--- config.mk ---
export PLATFORM = sky130hd
export DESIGN_NAME = fetch_sequencer
export DESIGN_NICKNAME = d
export VERILOG_FILES = /design/src/rtl/fetch_sequencer.sv
export SDC_FILE = /design/constraint.sdc
export NUM_CORES = 1
export LEC_CHECK = 0
export ABC_AREA = 1
export BUFFER_PORTS_ARGS = -buffer_cell sky130_fd_sc_hd__buf_4
export CAP_MARGIN = 30
export CORE_MARGIN = 3
export CORE_UTILIZATION = 50
export CTS_CLUSTER_SIZE = 14
export DETAILED_ROUTE_END_ITERATION = 12
export PLACE_DENSITY_LB_ADDON = 0.2
export SLEW_MARGIN = 20
export SYNTH_ARGS = -nofsm -noshare
export SYNTH_HDL_FRONTEND = slang
export SYNTH_SLANG_ARGS = --single-unit
export TNS_END_PERCENT = 30
--- constraint.sdc ---
create_clock -name clock -period 2.15 [get_ports clock]
set_input_delay 0.43 -clock clock [delete_from_list [all_inputs] [get_ports clock]]
set_output_delay 0.43 -clock clock [all_outputs]
set_load 0.03 [all_outputs]
--- src/rtl/fetch_sequencer.sv ---
// Instruction fetch sequencer: owns the PC, drives the combinational IM, and
// buffers up to two {pc, instr} pairs for decode over a valid/ready handshake.
module fetch_sequencer #(
  parameter logic [31:0] RESET_PC  = 32'h0000_0000,
  parameter logic [31:0] ADDR_STEP = 32'd4,
  parameter int unsigned DEPTH     = 2
) (
  input  logic        clock,
  input  logic        reset_n,
  output logic [31:0] im_addr,
  input  logic [31:0] im_instr,
  output logic        out_valid,
  input  logic        out_ready,
  output logic [31:0] out_instr,
  output logic [31:0] out_pc,
  input  logic        redirect_valid,
  input  logic [31:0] redirect_pc,
  input  logic        halt,
  output logic [31:0] fetch_cnt
);

  localparam int unsigned AW = 32;
  localparam int unsigned CW = 2;

  logic [AW-1:0] pc_q, pc_d;
  logic [AW-1:0] fetch_cnt_q, fetch_cnt_d;
  logic [AW-1:0] ent_pc_q [2];
  logic [AW-1:0] ent_pc_d [2];
  logic [31:0]   ent_instr_q [2];
  logic [31:0]   ent_instr_d [2];
  logic          head_q, head_d;
  logic [CW-1:0] count_q, count_d;

  logic pop_c;
  logic push_c;
  logic tail_c;

  assign im_addr   = pc_q;
  assign out_valid = (count_q != '0);
  assign out_instr = ent_instr_q[head_q];
  assign out_pc    = ent_pc_q[head_q];
  assign fetch_cnt = fetch_cnt_q;

  // Next-state: redirect flushes and reloads PC, otherwise push/pop the ring.
  always_comb begin
    pc_d        = pc_q;
    fetch_cnt_d = fetch_cnt_q;
    ent_pc_d    = ent_pc_q;
    ent_instr_d = ent_instr_q;
    head_d      = head_q;
    count_d     = count_q;

    pop_c  = out_valid & out_ready;
    push_c = ~redirect_valid & ~halt & ((count_q < CW'(DEPTH)) | pop_c);
    // Tail sits count entries past head; when full it aliases the slot being popped.
    tail_c = head_q ^ count_q[0];

    if (redirect_valid) begin
      pc_d    = redirect_pc & 32'hFFFF_FFFC;
      count_d = '0;
    end else begin
      if (push_c) begin
        ent_pc_d[tail_c]    = pc_q;
        ent_instr_d[tail_c] = im_instr;
        pc_d                = pc_q + ADDR_STEP;
        fetch_cnt_d         = fetch_cnt_q + 32'd1;
      end
      if (pop_c) begin
        head_d = ~head_q;
      end
      case ({push_c, pop_c})
        2'b10:   count_d = count_q + CW'(1);
        2'b01:   count_d = count_q - CW'(1);
        default: count_d = count_q;
      endcase
    end
  end

  // State registers.
  always_ff @(posedge clock or negedge reset_n) begin
    if (!reset_n) begin
      pc_q           <= RESET_PC;
      fetch_cnt_q    <= '0;
      ent_pc_q[0]    <= '0;
      ent_pc_q[1]    <= '0;
      ent_instr_q[0] <= '0;
      ent_instr_q[1] <= '0;
      head_q         <= 1'b0;
      count_q        <= '0;
    end else begin
      pc_q        <= pc_d;
      fetch_cnt_q <= fetch_cnt_d;
      ent_pc_q    <= ent_pc_d;
      ent_instr_q <= ent_instr_d;
      head_q      <= head_d;
      count_q     <= count_d;
    end
  end

endmodule

Word level (Yosys, flattened, before mapping)
Index checks and enable logic that the tools add are counted.
W data, S select, Z words.

cells by class
  $add $sub $neg = 4
  magnitude comparators = 4
  equal/unequal tests = 2
  muxes and demuxes = 14
  bitwise operators = 10
  reduce and logical (&&, ||, !) cells = 6

operators by type and width
  cell                     count
  $mux W32                 9
  $bwmux W64               2
  $add A32 B1 Y32 const B  1
  $add A32 B3 Y32 const B  1
  $demux W32 S1            1
  $ge A2 B2 Y1 const B     2
  $not A1 Y2               2
  $pmux W2 S2              1
  $reduce_and A2 Y1        2
  $reduce_bool A2 Y1       2
  $and A1 B1 Y1            3
  $not A1 Y1               3
  $reduce_bool A3 Y1       1
  $add A2 B1 Y2 const B    1
  $eq A2 B1 Y1 const B     1
  $eq A2 B2 Y1 const B     1
  $lt A2 B1 Y1 const B     1
  $lt A2 B2 Y1 const B     1
  $mux W2                  1
  $sub A2 B1 Y2 const B    1
  $logic_and A1 B1 Y1      1
  $or A1 B1 Y1             1
  $xor A1 B1 Y1            1

storage, ports and cells
  flip-flop bits (word level) = 195
  output and inout port bits = 129

Longest topological paths before layout
  word-level depth = 7
  mapped depth = 10

Least setup slack after synthesis
OpenSTA, ideal clock, no wires.

  path type = register to register
  start point = register fetch_cnt_q[0], in the netlist fetch_cnt[0]
  end point = register fetch_cnt_q[14], in the netlist fetch_cnt[14]
  arrival = 1516 ps
  setup slack = 498 ps
  stages on the path, launching flop included = 8
  path buffers = 0
  clock period less this slack = 1652 ps
  cell sequence = dfrtp_1 ha_1 inv_1 nor2_1 nand2_1 nor2_2 nand2_1 xnor2_1

on the way
  word-level cells in the longest chain between the ends = 1

ends and longest elaborated chain
  what                    RTL line  text
  start, declared         26        logic [AW-1:0] fetch_cnt_q, fetch_cnt_d;
  start signal, assigned  92        fetch_cnt_q <= fetch_cnt_d;
  $add A32 B1 Y32         66        fetch_cnt_d = fetch_cnt_q + 32'd1;

Every way passes these cells.
A chain may end at the register's enable or synchronous reset.

Worst setup path in the final report
  start point = register head_q
  end point = output port out_instr[7]

on the way
  word-level cells in the longest chain between the ends = 4

ends and longest elaborated chain
  what                                         RTL line  text
  start, declared                              31        logic head_q, head_d;
  start signal, assigned                       88        head_q <= 1'b0;
  start signal, assigned                       95        head_q <= head_d;
  $not A1 Y2 (not written as such)             40        assign out_instr = ent_instr_q[head_q];
  $mux W32 (not written as such) (3 in a row)  40
  end, declared                                14        output logic [31:0] out_instr,

Every way passes these cells. The select of a mux whose other input is x is not followed.

==> metrics.txt <==
worst r2r dst=ent_instr_q[20]; row count=slightly below 50; Synth Area in Compound Gates=0.0925; Antenna Cells=0; Yosys warnings=0; TNS Setup=0 ps; DRC viols=0; DR iter-0 viols=around 580; leakage=approximately 6.3 nW; gr ovfl total=0; GRT Overall Usage=0.246; CTS tree=done; min-delay src=redirect_pc[10]; Max H-tree Level=4; Syn-to-layout area delta=24.9%; per-cell routed wire length=around 14 um; WS Path Type=reg -> out; CP Launch Type=register; die width=144 um; IO Count=between 150 and 200; Final min period=about 2100 ps; EDFF count, synth=0; Simple-Gate Fraction of Synth Area=0.305; status=complete, no violations; Crit path required time=~1700 ps; relative slew slack=0.630; Post-synth ARST share=1.00; R2R Path Start=count_q[0]; synthesized area=9580 um2; Synth Area in XOR/XNOR=0.0265; clk_lat worst skew=about 430 ps; port bufs=between 150 and 200; final setup margin=roughly 100 ps; first-pass GRT wire length=40700 um; predominant post-synthesis flop cell=dfrtp_1; max_cap viols=0; Worst-path clk slew=about 60 ps; worst-margin pin slew=~560 ps; CP Capture Type=output port; Die Footprint=between 20000 and 25000 um2; RSZ-0062 raised after global routing=no; Nets=around 1600; Antenna Nets Post-Route=0; f_max=between 0.4 and 0.5 GHz; initial core utilization=0.521; Worst EP arrival=1620 ps; layout cell share with drive strength beyond 1=0.170; Worst Path Buf+Inv=3; core footprint=about 18000 um2; Hold Fails Final Rpt=0; final WL=25300 um; worst-path cell with the longest stage delay=dfrtp_2; Hold Path Stages=3; Hold Path Sink=im_addr[10]; DR vias=around 8700; post-synth top area share=0.494; cell count after synthesis=1319; largest family of logic cells by synthesized area=simple AND/OR/NAND/NOR gates; mux cell area share after synthesis=0; crit-path cells=inv_2 -> buf_12 -> nand2_1 -> nand2_1 -> buf_4; DRT Pass-1 Iters=5; Seq/Total Area, Yosys=0.494; final setup violation count=0; worst vdd ir=between 0.0007 and 0.0008 V; Clock Skews=approximately 12 ps; largest stage delay on the critical path=430 ps; DP HPWL=about 18000 um; most frequent CP cell=nand2_1; post-synthesis cell type with the largest combined area=dfrtp_1; r2r setup slk=360 ps; family with the most delay on the worst path=buffers and inverters; Power Total=roughly 16 mW; vias in the first global route=8247; cts bufs inserted=17; pins over their slew limit=0; DR vias/cell=approximately 5; DP Worst Slack=around 210 ps; Power Density=about 1300 nW/um2; Hold/Removal Path Class=in -> reg; Die Y=~140 um; Post-CTS Resized=0; Core Util, Final=0.650; clock buffer depth=2; Tcrit/Tclk final=0.954; Mapped Avg Cell Area=around 7.3 um2; pin count of the biggest net entering global routing=~60; most area-consuming cells after synthesis=dfrtp_1, nand2_1, inv_1, o21ai_0, nor2_1; Worst Reg-to-Reg Cells=5; antenna violations before repair=0; Yosys reg bits=approximately 190; Adder-Cell Fraction of Synth Area=0.00261; Critical Path Fanout Max=30; Final Wtd Congestion=0.934; CTS root buf=clkbuf_16; clock sinks=roughly 190; Synth cell types=31
==> report_power, final <==
| part | switching, mW | internal [mW] | total [mW] | leakage, nW |
|---|---|---|---|---|
| Combinational | 4.55 | 2.45 | 7.00 | 3.62 |
| Sequential | 0.798 | 4.77 | 5.57 | 2.38 |
| Clock | 1.38 | 1.99 | 3.37 | 0.312 |
| Total | 6.73 | 9.21 | 15.9 | 6.32 |
==> worst reg2reg max path, stage by stage (launching register included) <==
cell	delay (ps)
dfrtp_1	430
xnor2_1	310
or2_4	450
buf_12	320
nand2_1	110
o21ai_1	100
==> area by class of cell <==
class	instances	area, um2
Clock buffer	19	443
Inverter	123	462
Timing Repair Buffer	216	1740
Fill cell	1657	6430
Sequential cell	189	4730
Multi-Input combinational cell	955	4110
Tap cell	229	287
Clock inverter	13	188
==> placed cells by master (no fill, tap or decap), drive strengths merged, types with 10 or more instances in the layout <==
cell type  count
nand3         37
buf          215
dfrtp        189
xnor2         10
nand2        602
clkbuf        19
inv          125
o21ai        151
nor2          96
xor2          19
==> what timing repair did <==
| action | 4_1_cts | 5_1_grt |
|---|---|---|
| setup buffers | 0 | 0 |
| hold buffers | 1 | 0 |
| hold endpoints to repair | 49 | 0 |
==> logic make-up after synthesis <==
kind of cell             Yosys count
buffers and inverters            178
other                              1
XOR/XNOR                          29
adder cells (fa/ha/maj)            2
AND/OR/NAND/NOR                  753
AO/OA/AOI/OAI                    167
flip-flops                       189
==> registers in the layout (all words and copies together), names as in the netlist <==
signal / cells
ent_instr_q: 64
ent_pc_q: 60
fetch_cnt: 32
im_addr: 30
count_q: 2
head_q: 1
==> worst max path at each step <==
stage | slack, ps | cells after the start | endpoint | startpoint
after floorplan | 500 | 7 | fetch_cnt[14] | fetch_cnt[0]
after global placement | 230 | 8 | ent_pc_q[50] | redirect_valid
after detailed placement | 210 | 8 | ent_pc_q[46] | redirect_valid
after CTS | 80 | 5 | out_instr[7] | head_q
after global routing | 10 | 5 | out_instr[7] | head_q
final | 100 | 5 | out_instr[7] | head_q
==> metal layers <==
layer,up-vias,share of wire,global-route usage
met5,-,0,0
met4,0,0.017,0.0727
met3,26,0.061,0.0433
met2,250,0.46,0.390
met1,4030,0.46,0.348
li1,4438,-,-
==> cells in the mapped netlist, types with 4 or more instances <==
cell type    n
xnor2_1     10
buf_2       13
xor2_1      19
buf_6        7
nand3_1     37
buf_4        6
clkbuf_1    28
o21ai_1     58
nor2_1      93
dfrtp_1    189
o21bai_1     4
nand2_1    602
nand4_1      7
o21ai_0     90
o221ai_1     4
inv_1      120
nor3_1       8
==> metrics by stage <==
stage	area (um2)	hold WS, ps	std cells
global route	12000	200	1744
global placement	11300	437	1711
detailed placement	11300	433	1711
finish	12000	199	1744
CTS	12000	186	1744
floorplan	9590	134	1322
Note: power is estimated with default switching activity, not from simulation.
